## src/rtl/mem_port_arbiter.sv

```systemverilog
// rtl/mem_port_arbiter.sv - shares one single-port synchronous memory between fetch and load/store
// Data has priority; a streak counter bounds how long a pending fetch can be starved.
module mem_port_arbiter #(
   parameter int ADDR_W      = 32,
   parameter int DATA_W      = 32,
   parameter int MEM_LAT     = 2,
   parameter int MAX_DSTREAK = 4
) (
   input  logic                clk,
   input  logic                rst_n,
   input  logic                if_req,
   input  logic [ADDR_W-1:0]   if_addr,
   input  logic                flush,
   output logic [DATA_W-1:0]   if_rdata,
   output logic                if_valid,
   output logic                if_stall,
   input  logic                d_req,
   input  logic                d_we,
   input  logic [ADDR_W-1:0]   d_addr,
   input  logic [DATA_W-1:0]   d_wdata,
   input  logic [DATA_W/8-1:0] d_be,
   output logic [DATA_W-1:0]   d_rdata,
   output logic                d_valid,
   output logic                d_stall,
   output logic                mem_cs,
   output logic                mem_we,
   output logic [ADDR_W-1:0]   mem_addr,
   output logic [DATA_W-1:0]   mem_wdata,
   output logic [DATA_W/8-1:0] mem_be,
   input  logic [DATA_W-1:0]   mem_rdata
);

   localparam int BE_W = DATA_W / 8;

   typedef enum logic [1:0] {S_IDLE, S_ISSUE, S_WAIT, S_DONE} state_t;

   state_t            r_state;
   state_t            w_next;
   logic [3:0]        r_streak;
   logic [2:0]        r_cnt;
   logic              r_drop;
   logic              r_gnt_d;
   logic              r_we;
   logic [ADDR_W-1:0] r_addr;
   logic [DATA_W-1:0] r_wdata;
   logic [BE_W-1:0]   r_be;

   logic w_idle;
   logic w_streak_full;
   logic w_grant_d;
   logic w_grant_i;
   logic w_grant;

   assign w_idle        = (r_state == S_IDLE);
   assign w_streak_full = (r_streak == 4'(MAX_DSTREAK));
   assign w_grant_d     = w_idle & d_req & ~(if_req & w_streak_full);
   // A flushed fetch is never granted in the flush cycle; the address is stale.
   assign w_grant_i     = w_idle & ~w_grant_d & if_req & ~flush;
   assign w_grant       = w_grant_d | w_grant_i;

   always_ff @(posedge clk or negedge rst_n) begin
      if (!rst_n) r_state <= S_IDLE;
      else        r_state <= w_next;
   end

   always_comb begin
      w_next = r_state;
      case (r_state)
         S_IDLE:  if (w_grant) w_next = S_ISSUE;
         S_ISSUE: begin
            if (r_we || MEM_LAT == 1) w_next = S_DONE;
            else                      w_next = S_WAIT;
         end
         S_WAIT:  if (r_cnt == 3'd1) w_next = S_DONE;
         S_DONE:  w_next = S_IDLE;
         default: w_next = S_IDLE;
      endcase
   end

   always_comb begin
      mem_cs   = 1'b0;
      mem_we   = 1'b0;
      d_valid  = 1'b0;
      if_valid = 1'b0;
      d_rdata  = '0;
      if_rdata = '0;
      case (r_state)
         S_ISSUE: begin
            mem_cs = 1'b1;
            mem_we = r_we;
         end
         S_DONE: begin
            d_valid  = r_gnt_d;
            if_valid = ~r_gnt_d & ~r_drop & ~flush;
            if (r_gnt_d && !r_we) d_rdata  = mem_rdata;
            if (!r_gnt_d && !r_drop && !flush) if_rdata = mem_rdata;
         end
         default: ;
      endcase
   end

   assign if_stall  = if_req & ~if_valid;
   assign d_stall   = d_req & ~d_valid;
   assign mem_addr  = r_addr;
   assign mem_wdata = r_wdata;
   assign mem_be    = r_be;

   always_ff @(posedge clk or negedge rst_n) begin
      if (!rst_n) begin
         r_gnt_d <= 1'b0;
         r_we    <= 1'b0;
         r_addr  <= '0;
         r_wdata <= '0;
         r_be    <= '0;
      end else if (w_grant) begin
         r_gnt_d <= w_grant_d;
         r_we    <= w_grant_d & d_we;
         r_addr  <= w_grant_d ? d_addr : if_addr;
         r_wdata <= (w_grant_d & d_we) ? d_wdata : '0;
         r_be    <= (w_grant_d & d_we) ? d_be : {BE_W{1'b1}};
      end
   end

   always_ff @(posedge clk or negedge rst_n) begin
      if (!rst_n) begin
         r_cnt <= '0;
      end else if (r_state == S_ISSUE) begin
         r_cnt <= 3'(MEM_LAT - 1);
      end else if (r_state == S_WAIT) begin
         r_cnt <= r_cnt - 3'd1;
      end
   end

   always_ff @(posedge clk or negedge rst_n) begin
      if (!rst_n) begin
         r_drop <= 1'b0;
      end else if (r_state == S_DONE) begin
         r_drop <= 1'b0;
      end else if (flush && !w_idle && !r_gnt_d) begin
         r_drop <= 1'b1;
      end
   end

   // Streak only counts data wins that actually made a fetch wait.
   always_ff @(posedge clk or negedge rst_n) begin
      if (!rst_n) begin
         r_streak <= '0;
      end else if (w_idle) begin
         if (!if_req || w_grant_i)            r_streak <= '0;
         else if (w_grant_d && !w_streak_full) r_streak <= r_streak + 4'd1;
      end
   end

   a_d_hold: assert property (@(posedge clk) disable iff (!rst_n)
      (d_req & ~d_valid) |=> d_req);
   a_if_hold: assert property (@(posedge clk) disable iff (!rst_n)
      (if_req & ~if_valid & ~flush) |=> if_req);

endmodule
```

## config.mk

```make
export PLATFORM = sky130hd
export DESIGN_NAME = mem_port_arbiter
export DESIGN_NICKNAME = d
export VERILOG_FILES = /design/src/rtl/mem_port_arbiter.sv
export SDC_FILE = /design/constraint.sdc
export NUM_CORES = 1
export LEC_CHECK = 0
export BUFFER_PORTS_ARGS = -buffer_cell sky130_fd_sc_hd__buf_2
export CORE_AREA = 2 2 107 109
export DETAILED_ROUTE_END_ITERATION = 10
export DIE_AREA = 0 0 109 111
export GPL_TIMING_DRIVEN = 0
export PLACE_DENSITY = 0.71
export SYNTH_ARGS = -nofsm -noshare
export SYNTH_HDL_FRONTEND = slang
export SYNTH_SLANG_ARGS = --single-unit
```

## constraint.sdc

```tcl
create_clock -name clk -period 2.56 [get_ports clk]
set_clock_uncertainty 0.2 [all_clocks]
set_input_delay 0 -clock clk [delete_from_list [all_inputs] [get_ports clk]]
set_output_delay 0 -clock clk [all_outputs]
set_load 0.05 [all_outputs]
```

==> run_results.csv, run 1 <==
group,metric,value,unit
critical_path,endpoint,"d_rdata[5]",
layout,final_util,0.6138,
layout,syn2layout_area_growth,74.06,%
grt,track_usage,0.2334,
logic_synthesis,synthArstFlopShare,1.000,
logic_synthesis,synthMuxAreaShare,0.08776,
timing,tightest_slew,539.0,ps
grt,grt_antenna_before_repair,0,
die,rows,39,
detailed_routing,wl_per_cell,15.63,µm
grt,grt_max_degree,43,
detailed_routing,ant_nets,0,
outcome,status,"finished with violations",
logic_synthesis,synth_compound_area_frac,0.1483,
detailed_routing,drt_iter0_markers,201,
detailed_routing,vias,4362,
critical_path,critical_path.startpoint,"r_state[1]",
clocking,htreeDepth,3,
min_path,hp-class,"input port to async pin",
placed_design,gp_congestion,0.7879,
logic_synthesis,synthSimpleGateAreaFrac,0.1823,
critical_path,worst_setup_path_end_kind,"output pin",
power_and_ir_drop,p_int,0.003901,W
power_and_ir_drop,p_switching,0.004532,W
critical_path,worstSetupPathType,"flop to output pin",
run,cap_viol_max_count,0,
logic_synthesis,synthXorXnorAreaFrac,0.002242,
outcome,failed_checks,"negative hold slack",
detailed_routing,viasPerCell,4.799,
layout,fin_nets,908,
die,die_x,109,µm
timing,slew_headroom,0.6407,
clocking,clk_pin_slew,60,ps
timing,grt_setup_unrepaired,"no",
logic_synthesis,yosys_warnings,0,
detailed_routing,route.detailed.drc,0,
clocking,clkSinkCount,80,
logic_synthesis,synth.net_count,517,
logic_synthesis,synth_top_family_by_area,"simple AND/OR/NAND/NOR gates",
critical_path,cp.arrival,2190,ps
clocking,cts-root-buf,"clkbuf_16",
detailed_routing,routed_wirelength,14210,µm
grt,overflow,0,
timing,report.final.hold_viol_count,1,
logic_synthesis,syn_area_per_cell,10.56,µm²
timing,tns,0,ps
die,start_util,0.3526,
power_and_ir_drop,peakVddDrop,0.8965,mV
clocking,clk_latency,320,ps
timing,maxSlewViolCount,0,
placed_design,post_dp_cell_area,0.005484,mm²
logic_synthesis,synth_ff_type,"dfrtp_1",
critical_path,r2r_end,"mem_addr[1]",
power_and_ir_drop,swShare,0.5374,
timing,fin_crit_sh,0.9321,
clocking,numCtsBuffers,9,
timing,fin_crit,2386,ps
clocking,post_cts_buffers,0,
critical_path,crit_fanout,10,
die,io_pins,276,
logic_synthesis,synth_edf_count,0,
logic_synthesis,syn_area,0.003906,mm²
logic_synthesis,ys_ff_latch,80,
die,dieHeight,111,µm
power_and_ir_drop,clockPowerShare,0.136,
critical_path,worstPathRequired,2360,ps
placed_design,post-dp-hpwl,9405,µm
critical_path,regToRegSetupSlack,230,ps
power_and_ir_drop,share_comb_of_total_power,0.599,
critical_path,worstSetupStartpointType,"flop",
logic_synthesis,syn_inst,370,
critical_path,reg2reg_depth,6,
layout,fin_area,0.006799,mm²
timing,holdWs,-2.529,ps
grt,grt_pass1_wl,21940,µm
power_and_ir_drop,p_seq_frac,0.265,
clocking,clockBufferDepth,2,
timing,fmax,419.1,MHz
layout,antennaDiodeCount,0,
placed_design,io_buffers,275,
logic_synthesis,synthAdderAreaFrac,0.02883,
grt,first_global_vias,4543,
die,die_area,0.01210,mm²
timing,setup_viol,0,
die,core_area,0.01108,mm²
clocking,cts_tree,"done",
power_and_ir_drop,leakage,3.831,nW
power_and_ir_drop,power_density,1240,mW/mm²
layout,drive_above_1_share,0.4060,
detailed_routing,dr.pass1.iters,4,
logic_synthesis,synth.distinct_cells,35,
logic_synthesis,yosysSeqAreaShare,0.5125,
critical_path,r2r_start,"r_state[0]",
## cells by family (layout without fill, tap and decap cells)
logic type | count (synthesis) | after routing
simple gates | 131 | 131
compound gates | 82 | 82
flops | 80 | 80
mux | 34 | 34
buf+inv | 33 | 429
fa+ha+maj | 9 | 9
xor+xnor | 1 | 1
## metrics by stage
| step | hold slack (ps) | setup WS [ps] | total power (W) | instances |
|---|---|---|---|---|
| 2_1_floorplan | -495.6 | 307.6 | 0.005879 | 370 |
| 3_3_place_gp | 8.630 | 356.1 | 0.006984 | 788 |
| 3_5_place_dp | -177.5 | 264.9 | 0.007112 | 789 |
| 4_1_cts | 16.04 | 44.89 | 0.008394 | 909 |
| 5_1_grt | 35.08 | 54.86 | 0.008888 | 909 |
| 6_report | -2.529 | 173.8 | 0.008433 | 909 |
## repair_timing
item                       CTS  global route
hold endpoints to repair   153             0
resized for setup            0             1
hold buffers               104             0
setup endpoints to repair    0            24
## layer usage
metal | part of all wire | wire length, µm | global-route usage | vias to the layer above
met5 | 0 | 0 | 0 | -
met3 | 0.063 | 893 | 0.03351 | 39
li1 | - | - | - | 2049
met1 | 0.37 | 5269 | 0.2497 | 2053
met4 | 0.030 | 426 | 0.1026 | 0
met2 | 0.54 | 7620 | 0.4414 | 221
## worst min path at each step
stage | start | endpoint | slack [ps] | depth (start not counted)
floorplan | rst_n | mem_addr[0] | -500 | 0
global placement | d_addr[6] | mem_addr[6] | 9 | 3
finish | rst_n | mem_wdata[8] | -3 | 2
detailed placement | rst_n | mem_wdata[3] | -180 | 1
global route | rst_n | mem_wdata[8] | 40 | 2
CTS | rst_n | mem_wdata[8] | 20 | 2
## Yosys cell counts (2+ instances only)
cell type  instances  share of area
nand3b_1           2         0.0038
nor2_1             8         0.0077
buf_4              2         0.0038
nand3_1            2         0.0026
nand2_1           43          0.041
a22o_1            32          0.072
mux2i_1           32          0.082
nor3b_1            2         0.0038
o21ai_1           32          0.041
o22a_1             4         0.0090
clkbuf_1           8         0.0077
ha_1               9          0.029
buf_2             14          0.018
dfrtp_1           80           0.51
and2_1            68           0.11
o21ai_0            4         0.0051
a21o_1             2         0.0038
inv_1              9         0.0086
## state kept, by name (all words and copies together) (netlist names)
signal	count
r_state	2
r_streak	4
mem_wdata	32
r_gnt_d	1
r_we	1
r_cnt	3
mem_addr	32
mem_be	4
r_drop	1
## cells in the final DEF, fill, tap and decap left out, types with 8 or more instances in the layout
cell / n
clkbuf_1: 9
inv_1: 9
buf_2: 288
clkbuf_16: 9
ha_1: 9
o21ai_1: 32
dlygate4sd3_1: 104
nor2_1: 8
and2_1: 68
a22o_1: 32
mux2i_1: 32
dfrtp_1: 80
nand2_1: 43
## power by group through the flow
stage | Clock, W | Combinational [W] | Sequential (W)
2_1_floorplan | 0 | 0.00190 | 0.00398
3_3_place_gp | 0 | 0.00480 | 0.00219
3_5_place_dp | 0 | 0.00490 | 0.00221
4_1_cts | 0.00117 | 0.00501 | 0.00221
5_1_grt | 0.00123 | 0.00535 | 0.00230
6_report | 0.00115 | 0.00505 | 0.00223
## cell type report
cell class / count / area (µm²)
fill: 920 / 4278
timing repair buffer: 380 / 2440
sequential: 80 / 2002
multi-input combinational: 257 / 1764
clock buffer: 10 / 229.0
tap: 143 / 178.9
buffer: 24 / 115.1
clock inverter: 6 / 36.28
inverter: 9 / 33.78
## critical path, stage by stage, from the launching register on
cell and delay, ps:
dfrtp_1 420, ha_1 230, nand2_1 100, nor2_1 310
clkbuf_1 350, and2_1 200, buf_2 260
Note: power is estimated with default switching activity, not from simulation.
==> run 2, diff against run 1 <==
==> config.mk (replaced) <==
export PLATFORM = sky130hd
export DESIGN_NAME = mem_port_arbiter
export DESIGN_NICKNAME = d
export VERILOG_FILES = /design/src/rtl/mem_port_arbiter.sv
export SDC_FILE = /design/constraint.sdc
export NUM_CORES = 1
export LEC_CHECK = 0
export ABC_AREA = 1
export BUFFER_PORTS_ARGS = -buffer_cell sky130_fd_sc_hd__buf_2
export CORE_AREA = 2 2 106 108
export DETAILED_ROUTE_END_ITERATION = 10
export DIE_AREA = 0 0 108 110
export GPL_TIMING_DRIVEN = 0
export PLACE_DENSITY = 0.73
export SYNTH_ARGS = -nofsm -noshare
export SYNTH_HDL_FRONTEND = slang
export SYNTH_SLANG_ARGS = --single-unit
==> run_results.csv, run 2 <==
group,metric,value,unit
outcome,status,"completed",
critical_path,path_cells,"inv_1 -> ha_4 -> nand2_1 -> inv_2 -> o21ai_2 -> nand2_2 -> nor2_2 -> buf_4 -> nand2_1 -> nand3_1 -> dlygate4sd3_1",
layout,fin_nets,1066,
logic_synthesis,syn_inst,527,
grt,grt_pass1_wl,25310,µm
critical_path,worstSetupStartpointType,"flop",
detailed_routing,wl_met1,5871,µm
logic_synthesis,ys_top_cells_by_count,"191 x nand2_1, 80 x dfrtp_1, 69 x nand3_1, 69 x nor2_1, 54 x inv_1",
logic_synthesis,synth_edf_count,0,
critical_path,regToRegSetupSlack,230,ps
layout,final_common_cell,"buf_2",
power_and_ir_drop,power_density,1238,mW/mm²
logic_synthesis,synth.distinct_cells,22,
timing,grt_setup_unrepaired,"no",
logic_synthesis,syn_area_per_cell,7.495,µm²
critical_path,cp.arrival,2430,ps
detailed_routing,vias,5080,
layout,fillCellCount,896,
critical_path,worstSetupPathType,"flop to flop",
clocking,htreeDepth,3,
detailed_routing,routed_wirelength,16640,µm
detailed_routing,route.detailed.drc,0,
detailed_routing,wl_met3,1625,µm
placed_design,io_buffers,274,
critical_path,path_common_cell,"nand2_1",
run,cap_viol_max_count,0,
critical_path,worst_setup_path_end_kind,"flop",
logic_synthesis,yosysTopAreaCell,"dfrtp_1",
die,core_area,0.01070,mm²
layout,layout_common_cells,"281 x buf_2, 191 x nand2_1, 107 x dlygate4sd3_1, 80 x dfrtp_1",
placed_design,post-dp-hpwl,10670,µm
clocking,clockBufferDepth,2,
logic_synthesis,synth_ff_type,"dfrtp_1",
timing,report.final.hold_viol_count,0,
critical_path,crit_fanout,10,
detailed_routing,wl_per_cell,15.55,µm
grt,grt_max_degree,69,
die,io_pins,276,
critical_path,worst-path-stages,11,
clocking,clk_pin_slew,80,ps
timing,maxSlewViolCount,0,
grt,grt_antenna_before_repair,6,
clocking,cts-root-buf,"clkbuf_8",
layout,drive_above_1_share,0.3369,
logic_synthesis,yosysTopAreaCellShare,0.5068,
timing,tns,0,ps
timing,setup_viol,0,
clocking,cts_tree,"done",
detailed_routing,viasPerCell,4.748,
detailed_routing,highest_layer,"met4",
timing,tightest_slew,523.9,ps
placed_design,post_dp_cell_area,0.005527,mm²
timing,slew_headroom,0.6496,
grt,overflow,0,
logic_synthesis,synthArstFlopShare,1.000,
timing,fin_crit_sh,0.9115,
die,start_util,0.3692,
logic_synthesis,synthTopCellsByArea,"dfrtp_1 51%, nand2_1 18%, nand3_1 8.7%",
power_and_ir_drop,leakage,4.064,nW
logic_synthesis,synth.most_common_cell,"nand2_1",
power_and_ir_drop,peakVddDrop,1.054,mV
detailed_routing,dr.pass1.iters,5,
critical_path,reg2reg_depth,11,
clocking,clk_latency,350,ps
grt,first_global_vias,5087,
critical_path,r2r_start,"r_state[1]",
critical_path,path_buf_inv,4,
clocking,post_cts_buffers,0,
die,rows,38,
logic_synthesis,syn_area,0.003950,mm²
critical_path,r2r_end,"mem_addr[28]",
logic_synthesis,yosys_warnings,0,
die,dieHeight,110,µm
clocking,numCtsBuffers,9,
timing,fmax,428.5,MHz
detailed_routing,route.met2.wl,8383,µm
critical_path,crit_family,"buffers and inverters",
timing,fin_crit,2333,ps
placed_design,pre_cts_ws,442.6,ps
die,die_x,108,µm
critical_path,crit_path_top_delay_cell,"dlygate4sd3_1",
logic_synthesis,synth.net_count,674,
die,die_area,0.01188,mm²
timing,finalWorstSetupSlack,226.5,ps
logic_synthesis,ys_ff_latch,80,
grt,track_usage,0.2789,
layout,syn2layout_area_growth,73.23,%
logic_synthesis,yosysSeqAreaShare,0.5068,
layout,fin_area,0.006843,mm²
min_path,hp-class,"input port to async pin",
critical_path,worstPathRequired,2650,ps
detailed_routing,ant_nets,0,
detailed_routing,drt_iter0_markers,388,
clocking,clkSinkCount,80,
placed_design,gp_congestion,0.8119,
critical_path,critPathMaxStageDelay,540,ps
-- run 2: worst max-delay path by stage --
stage	startpoint	endpoint	slack (ps)
after floorplan	r_state[0]	d_rdata[10]	320
after global placement	r_state[0]	mem_wdata[27]	500
after detailed placement	r_state[0]	mem_wdata[30]	440
after CTS	r_state[0]	mem_addr[30]	50
after global routing	r_state[1]	mem_addr[31]	30
final	r_state[1]	mem_addr[28]	230
-- run 2: tightest hold or removal path, cell delays in order --
cell	delay, ps
dlygate4sd3_1	550
buf_4	150
buf_16	290
-- run 2: where the power goes --
part	leakage [nW]	internal, W	total (W)	switching, W
Combinational	2.94	0.00132	0.00517	0.00385
Sequential	1.01	0.00188	0.00225	0.000369
Clock	0.112	0.000596	0.00105	0.000449
-- run 2: metal layers --
metal / up-vias / global-route usage
met5: - / 0
met1: 2310 / 0.2896
met3: 60 / 0.09230
li1: 2402 / -
met4: 0 / 0.1896
met2: 308 / 0.4807
-- run 2: area by class of cell --
| class | count | area [µm²] | area share |
|---|---|---|---|
| Clock inverter | 3 | 65.06 | 0.009508 |
| Multi-Input combinational cell | 364 | 1604 | 0.2344 |
| Antenna cell | 7 | 17.52 | 0.002560 |
| Inverter | 56 | 210.2 | 0.03072 |
| Buffer | 26 | 141.4 | 0.02066 |
| Timing Repair Buffer | 382 | 2472 | 0.3613 |
| Clock buffer | 12 | 155.1 | 0.02267 |
| Tap cell | 140 | 175.2 | 0.02560 |
| Sequential cell | 80 | 2002 | 0.2926 |
-- run 2: stage by stage --
step | hold slack (ps) | cells | total power, W | utilization
after detailed placement | -336.9 | 942 | 0.007144 | 0.5166
final | 37.16 | 1070 | 0.008468 | 0.6396
after CTS | 9.035 | 1064 | 0.008385 | 0.6373
after floorplan | -495.6 | 527 | 0.005874 | -
after global routing | 51.16 | 1069 | 0.008983 | 0.6394
after global placement | 5.424 | 941 | 0.007066 | 0.5138
-- run 2: cells by family after synthesis --
group	count (synthesis)	share of synthesized area
adder cells (fa/ha/maj)	9	0.02851
flip-flops	80	0.5068
buffers and inverters	83	0.09028
XOR/XNOR	1	0.002218
AO/OA/AOI/OAI	19	0.02756
AND/OR/NAND/NOR	335	0.3446
-- run 2: repair_timing --
action / in CTS / in global routing
hold buffers: 107 / 0
endpoints found under the setup margin: 0 / 4
gates resized for setup: 0 / 3
hold endpoints to repair: 155 / 0
